**src/rtl/pipe_ctrl_pkg.sv**
```systemverilog
// Shared core types: register index, datapath width and controller states.
package pipe_ctrl_pkg;

    localparam int XLEN = 32;

    typedef logic [4:0] r_t;

    typedef enum logic {
        RUN      = 1'b0,
        DIV_BUSY = 1'b1
    } ctrl_state_t;

endpackage

```
**src/rtl/pipe_ctrl_hazard_detect.sv**
```systemverilog
// Load-use comparator: flags an ID instruction that reads the destination of a load in EX.
module hazard_detect
    import pipe_ctrl_pkg::*;
(
    input  r_t   rs1,
    input  r_t   rs2,
    input  logic use_rs1,
    input  logic use_rs2,
    input  r_t   rd,
    input  logic is_load,
    output logic hazard
);

    // x0 is hardwired to zero, so a load into it never creates a dependency.
    always_comb begin
        hazard = is_load && (rd != 5'd0) &&
                 ((use_rs1 && (rs1 == rd)) || (use_rs2 && (rs2 == rd)));
    end

endmodule

```
**src/rtl/pipe_ctrl.sv**
```systemverilog
// Pipeline hazard/stall controller: freezes, divide stalls, branch flushes and load-use bubbles.
module pipe_ctrl
    import pipe_ctrl_pkg::*;
#(
    parameter int DIV_CYCLES = 8,
    parameter int CNT_W      = 32
) (
    input  logic             clk,
    input  logic             rst_n,
    input  r_t               id_rs1,
    input  r_t               id_rs2,
    input  logic             id_use_rs1,
    input  logic             id_use_rs2,
    input  r_t               ex_rd,
    input  logic             ex_is_load,
    input  logic             ex_br_taken,
    input  logic             ex_div_start,
    input  logic             mem_req,
    input  logic             mem_ready,
    output logic             pc_en,
    output logic             if_id_en,
    output logic             id_ex_en,
    output logic             ex_mem_en,
    output logic             mem_wb_en,
    output logic             if_id_flush,
    output logic             id_ex_flush,
    output logic             ex_mem_flush,
    output logic             div_done,
    output logic [CNT_W-1:0] stall_cnt
);

    // The start cycle is one of the stall cycles, so the counter covers the rest.
    localparam logic [7:0] DIV_LOAD = 8'(DIV_CYCLES - 1);

    ctrl_state_t state, state_next;
    logic [7:0]  div_cnt, div_cnt_next;
    logic        load_use;
    logic        freeze;

    hazard_detect u_hazard (
        .rs1     (id_rs1),
        .rs2     (id_rs2),
        .use_rs1 (id_use_rs1),
        .use_rs2 (id_use_rs2),
        .rd      (ex_rd),
        .is_load (ex_is_load),
        .hazard  (load_use)
    );

    assign freeze = mem_req && !mem_ready;

    // Prioritised control decode; a freeze holds everything, including the divide countdown.
    always_comb begin
        pc_en        = 1'b1;
        if_id_en     = 1'b1;
        id_ex_en     = 1'b1;
        ex_mem_en    = 1'b1;
        mem_wb_en    = 1'b1;
        if_id_flush  = 1'b0;
        id_ex_flush  = 1'b0;
        ex_mem_flush = 1'b0;
        div_done     = 1'b0;
        state_next   = state;
        div_cnt_next = div_cnt;

        if (freeze) begin
            pc_en     = 1'b0;
            if_id_en  = 1'b0;
            id_ex_en  = 1'b0;
            ex_mem_en = 1'b0;
            mem_wb_en = 1'b0;
        end else if (state == DIV_BUSY) begin
            if (div_cnt != 8'd0) begin
                pc_en        = 1'b0;
                if_id_en     = 1'b0;
                id_ex_en     = 1'b0;
                ex_mem_flush = 1'b1;
                div_cnt_next = div_cnt - 8'd1;
            end else begin
                div_done   = 1'b1;
                state_next = RUN;
            end
        end else if (ex_div_start) begin
            pc_en        = 1'b0;
            if_id_en     = 1'b0;
            id_ex_en     = 1'b0;
            ex_mem_flush = 1'b1;
            div_cnt_next = DIV_LOAD;
            state_next   = DIV_BUSY;
        end else if (ex_br_taken) begin
            if_id_flush = 1'b1;
            id_ex_flush = 1'b1;
        end else if (load_use) begin
            pc_en       = 1'b0;
            if_id_en    = 1'b0;
            id_ex_flush = 1'b1;
        end
    end

    // State and divide countdown register.
    always_ff @(posedge clk or negedge rst_n) begin
        if (!rst_n) begin
            state   <= RUN;
            div_cnt <= 8'd0;
        end else begin
            state   <= state_next;
            div_cnt <= div_cnt_next;
        end
    end

    // Performance counter of fetch-stalled cycles; wraps naturally at its width.
    always_ff @(posedge clk or negedge rst_n) begin
        if (!rst_n) begin
            stall_cnt <= '0;
        end else if (!pc_en) begin
            stall_cnt <= stall_cnt + 1'b1;
        end
    end

endmodule

```
**config.mk**
```make
export PLATFORM = sky130hd
export DESIGN_NAME = pipe_ctrl
export DESIGN_NICKNAME = d
export VERILOG_FILES = /design/src/rtl/pipe_ctrl_pkg.sv /design/src/rtl/pipe_ctrl_hazard_detect.sv /design/src/rtl/pipe_ctrl.sv
export SDC_FILE = /design/constraint.sdc
export NUM_CORES = 1
export LEC_CHECK = 0
export ABC_CLOCK_PERIOD_IN_PS = 5910
export BUFFER_PORTS_ARGS = -buffer_cell sky130_fd_sc_hd__buf_2
export CAP_MARGIN = 20
export CORE_MARGIN = 2
export CORE_UTILIZATION = 55
export DETAILED_ROUTE_END_ITERATION = 16
export PLACE_DENSITY = 0.95
export SLEW_MARGIN = 30
export SYNTH_ARGS = -nofsm -noshare
export SYNTH_HDL_FRONTEND = slang
export SYNTH_SLANG_ARGS = --single-unit
```
**constraint.sdc**
```tcl
create_clock -name clk -period 5.91 [get_ports clk]
set_clock_uncertainty 0.2 [all_clocks]
set_input_delay 1.182 -clock clk [delete_from_list [all_inputs] [get_ports clk]]
set_output_delay 1.182 -clock clk [all_outputs]
set_load 0.03 [all_outputs]
```
Yosys cells after proc, flatten, opt, wreduce, memory -nomap -nowiden
Cells that the tools add are included.
Storage, ports and cells
  register bits: 41
  bits of input ports: 24
  word-level logic and storage cells: 48
Cells by class
  multiplexer cells: 28
  add/sub/neg operators: 2
  reductions and logical operators: 11
  eq/ne operators: 3
  bitwise logic cells: 1
Operators with widths (number)
  32-bit by 1-bit adder with 32-bit output (second input constant): 1
  1-bit two-way mux: 25
  8-bit two-way mux: 3
  5-bit == test: 2
  8-bit nonzero test: 1
  8-bit by 1-bit subtractor with 8-bit output (second input constant): 1
  1-bit logical AND: 5
  5-bit nonzero test: 1
  3-bit AND reduction: 1
  2-bit by 1-bit inequality test with 1-bit output (second input constant): 1
  2-bit nonzero test: 1
  1-bit logical NOT: 1
  1-bit logical OR: 1
  1-bit NOT: 1

Depth between registers and ports, before layout
  depth in word-level cells: 9
  mapped depth: 9

Cells and area by module
Synthesis repeated with hierarchy kept, for this count alone.
Second synthesis, totals
  cells, all modules: 197
  area, all modules: 2105.8 um^2
Modules (own cells, without submodules)
  pipe_ctrl: area each 1971.9 um^2, cells an instance 180, seq. area each 1026.0 um^2, times used 1
  hazard_detect: area each 133.9 um^2, cells an instance 17, seq. area each 0.0 um^2, times used 1

Least setup slack after synthesis
Ideal clock, no wire load.
  path type: in2out
  start: input mem_ready
  end: output pc_en
  slack: 1.817 ns
  data required time: 4.528 ns
  stages: 7
  data arrival time: 2.711 ns
  buffers on the path: 2
  cell sequence: and2b_1 inv_1 and3_4 nor2_4 a31oi_4 buf_6 buf_4
On the way
  longest elaborated chain between the ends: 3
Ends and longest elaborated chain
  start: declaration: line pipe_ctrl.sv:19  | input logic mem_ready,
  1-bit logical NOT: line pipe_ctrl.sv:50  | assign freeze = mem_req && !mem_ready;
  1-bit logical AND: line pipe_ctrl.sv:50
  1-bit two-way mux
  end: declaration: line pipe_ctrl.sv:20  | output logic pc_en,
No other way between the ends.

Final worst setup path
  start: input ex_rd[0]
  end: output if_id_en
On the way
  longest elaborated chain between the ends: 9
  elaborated cells between the ends (all ways): 13
  classes of those cells: eq/ne: 2; mux: 5; reduce/logical: 6
Ends and longest elaborated chain
  start: declaration: line pipe_ctrl.sv:14  | input r_t ex_rd,
  5-bit == test: line pipe_ctrl_hazard_detect.sv:17  | ((use_rs1 && (rs1 == rd)) || (use_rs2 && (rs2 == rd)));
  1-bit logical AND: line pipe_ctrl_hazard_detect.sv:17
  1-bit logical OR: line pipe_ctrl_hazard_detect.sv:17
  1-bit logical AND (*): line pipe_ctrl_hazard_detect.sv:16  | hazard = is_load && (rd != 5'd0) &&
  1-bit two-way mux (*): line pipe_ctrl.sv:93  | end else if (load_use) begin
  1-bit two-way mux (*): line pipe_ctrl.sv:90  | end else if (ex_br_taken) begin
  1-bit two-way mux (*): line pipe_ctrl.sv:83  | end else if (ex_div_start) begin
  1-bit two-way mux (*): line pipe_ctrl.sv:72  | end else if (state == DIV_BUSY) begin
  1-bit two-way mux (*): line pipe_ctrl.sv:66  | if (freeze) begin
  end: declaration: line pipe_ctrl.sv:21  | output logic if_id_en,
Mark *: on every way between the ends. The rest lies on a longest branch, timed or not.

==> flow_metrics.env <==
export IMPL_port_buffers=64
export IMPL_htree_levels=2
export IMPL_nFillCells=303
export IMPL_dieWidth_um=68.4
export IMPL_core_um2=4000
export IMPL_clk_latency_ns=0.30
export IMPL_synth_fa_ha_area_share_pct=1.10
export IMPL_cts_sinks=41
export IMPL_syn_to_final_growth_pct=19.9
export IMPL_grt_pass1_vias=1732
export IMPL_pwr_share_clk_pct=24.7
export IMPL_num_rows=23
export IMPL_synth_cell_types=42
export IMPL_hpwl_um=3430
export IMPL_drc=0
export IMPL_wire_per_inst_um=14.7
export IMPL_critPathKind="input pin to output port"
export IMPL_cts_root_buf="clkbuf_8"
export IMPL_p_switching_mw=0.365
export IMPL_syn_num_nets=242
export IMPL_register_area_um2=1030
export IMPL_antenna_left=0
export IMPL_setup_violations=0
export IMPL_die_h_um=68.4
export IMPL_slowest_stage="a31oi_4"
export IMPL_first_pass_iters=4
export IMPL_setup_tns_ns=0
export IMPL_rsz0062_at_grt="false"
export IMPL_status="finished, final reports clean"
export IMPL_clk_path_buf_depth=2
export IMPL_gr_total_overflow=0
export IMPL_hp_class="flop to flop"
export IMPL_grt_max_degree=42
export IMPL_cp_required_ns=4.53
export IMPL_synth_xor_area_share_pct=18.0
export IMPL_drv_cap=0
export IMPL_fin_crit_ns=4.37
export IMPL_post_cts_setup_buffer_count=0
export IMPL_synthMuxAreaShare_pct=0.493
export IMPL_power_leakage_nw=1.36
export IMPL_vias=1818
export IMPL_clk_pin_slew_ns=0.07
export IMPL_yosysSeqAreaShare_pct=45.0
export IMPL_combPwrFrac_pct=31.7
export IMPL_intPower_mw=0.588
export IMPL_crit_fanout=25
export IMPL_arrival_ns=2.99
export IMPL_synth_top_family_by_area="simple AND/OR/NAND/NOR gates"
export IMPL_cts_tree="done"
export IMPL_ys_seq_elements=41
export IMPL_cts_repair_resized=0
export IMPL_startpoint_type="input pin"
export IMPL_antenna_found_initial=0
export IMPL_avgSynthCellArea_um2=10.6
export IMPL_slew_viol_final=0
export IMPL_path_cells="buf_2 > or4_1 > o21a_1 > a31oi_4 > buf_2"
export IMPL_wl_um=4850
export IMPL_power_density_nw_per_um2=348
export IMPL_cp_common_cell="buf_2"
export IMPL_p_sw_share_pct=38.3
export IMPL_ys_warn_count=0
export IMPL_max_stage_delay_ns=0.60
export IMPL_grt_pass1_wl_um=7620
export IMPL_postSynthCellCount=216
export IMPL_worstSetupEndpointType="output port"
export IMPL_max_freq_mhz=229
export IMPL_fin_nets=306
export IMPL_seq_power_share_pct=43.6
export IMPL_start_util_pct=57.1
export IMPL_grt_use_total_pct=22.1
export IMPL_viasPerCell=5.49
export IMPL_synth_area_um2=2280
export IMPL_synth_compound_area_share_pct=5.26
export IMPL_multiInputGateArea_um2=1190
export IMPL_cts_hold_buf=0
export IMPL_hold_viol_final=0
export IMPL_cts_made_buffers=5
export IMPL_pre_cts_ws_ns=1.58
export IMPL_ir_worst_vdd_mv=0.217
export IMPL_max_slew_worst_pin_slew_ns=0.704
export IMPL_setup_ws_ns=1.54
export IMPL_die_area_um2=4680
export IMPL_fin_crit_sh_pct=74.0
export IMPL_synth_simple_area_share_pct=27.1
export IMPL_drive_gt1_share_pct=31.0
export IMPL_n_antenna_cell=0
export IMPL_gp_congestion=0.835
export IMPL_drt_iter0_drc=102
export IMPL_slew_headroom_pct=53.1
export IMPL_io_pin_count=65
## logic make-up (layout without fill, tap and decap cells)
kind of cell             after synthesis  count (layout)
multiplexers                           1               1
AND/OR/NAND/NOR                      103             103
buffers and inverters                 12              77
XOR/XNOR                              47              47
flip-flops                            41              41
adder cells (fa/ha/maj)                2               2
AO/OA/AOI/OAI                         10              10
## layout by cell type (no fill, tap or decap), types with 2 or more instances in the layout
cell type / netlist / layout
a41oi_1: 2 / 2
and3_1: 11 / 11
nor3b_1: 2 / 2
dfrtp_1: 41 / 41
xor2_1: 27 / 27
nand4_1: 7 / 7
nand3_1: 9 / 9
nor3_1: 15 / 15
xnor2_1: 20 / 20
nand2_1: 19 / 19
buf_2: 2 / 63
clkbuf_8: 0 / 6
or4_1: 2 / 2
ha_1: 2 / 2
nand4b_1: 4 / 4
nand2b_1: 2 / 2
a21o_1: 2 / 2
inv_1: 5 / 5
nor3_2: 2 / 2
nor2_1: 17 / 17
## per-layer routing
layer	wire, um	track usage, %	up-vias
met4	63	10.8	0
met2	2410	37.1	67
met1	2090	26.6	869
li1	-	-	878
met5	0	0	-
met3	298	5.10	4
## worst max-delay path, delay by kind of cell
family / cells / cell delay (ns)
buffers and inverters: 2 / 0.45
AND/OR/NAND/NOR: 1 / 0.52
AO/OA/AOI/OAI: 2 / 0.83
## worst paths after layout
check	startpoint	end	slack, ns	cells past startpoint
worst min-delay path	stall_cnt[31]	stall_cnt[31]	0.27	1
worst max register to register	div_cnt[0]	stall_cnt[31]	3.23	8
min in group asynchronous	rst_n	state	0.65	1
max in group asynchronous	rst_n	div_cnt[5]	4.50	1
worst min register to register	stall_cnt[31]	stall_cnt[31]	0.27	1
worst max-delay path	ex_rd[0]	if_id_en	1.54	5
## synthesized netlist by cell type, drive strengths merged
library cell	n	share of area, %
a211oi	1	0.88
a21o	2	0.66
a21oi	1	0.22
a31oi	1	0.93
a32oi	1	1.2
a41oi	2	0.77
and2	1	0.38
and2b	1	0.33
and3	12	3.5
and4bb	1	0.71
buf	6	2.1
clkbuf	1	0.16
dfrtp	41	45
ha	2	1.1
inv	5	0.82
mux2	1	0.49
nand2	20	3.4
nand2b	2	0.55
nand3	9	2.0
nand4	7	1.9
nand4b	4	1.5
nor2	18	3.3
nor2b	1	0.27
nor3	17	4.2
nor3b	2	0.66
nor4	3	1.8
nor4b	2	1.7
o21a	1	0.33
o22ai	1	0.27
or2	1	0.27
or4	2	0.66
xnor2	20	7.7
xor2	27	10
## state kept, by name, summed over array words and instances (netlist names)
register,flops
stall_cnt,32
state,1
div_cnt,8
## power groups by stage
stage | Combinational (mW) | Sequential [mW] | Clock (mW)
6_report | 0.302 | 0.416 | 0.235
5_1_grt | 0.330 | 0.426 | 0.251
4_1_cts | 0.305 | 0.415 | 0.239
3_5_place_dp | 0.302 | 0.419 | 0
3_3_place_gp | 0.292 | 0.415 | 0
2_1_floorplan | 0.173 | 0.462 | 0
## cell type report
cell class	count	area share [%]
Clock buffer	6	3.02
Tap cell	50	2.29
Timing Repair Buffer	64	11.8
Inverter	5	0.686
Clock inverter	2	1.37
Multi-Input combinational cell	163	43.3
Sequential cell	41	37.5
## metrics by stage
step / hold slack (ns) / total power, mW / instances / area, um^2 / utilization (%)
4_1_cts: 0.274 / 0.958 / 331 / 2730 / 68.3
3_3_place_gp: 0.254 / 0.707 / 323 / 2610 / 65.3
5_1_grt: 0.294 / 1.01 / 331 / 2740 / 68.4
2_1_floorplan: 0.298 / 0.635 / 216 / 2280 / -
6_report: 0.268 / 0.953 / 331 / 2740 / 68.4
3_5_place_dp: 0.265 / 0.721 / 323 / 2610 / 65.3
Power figures use the tool's default switching activity.
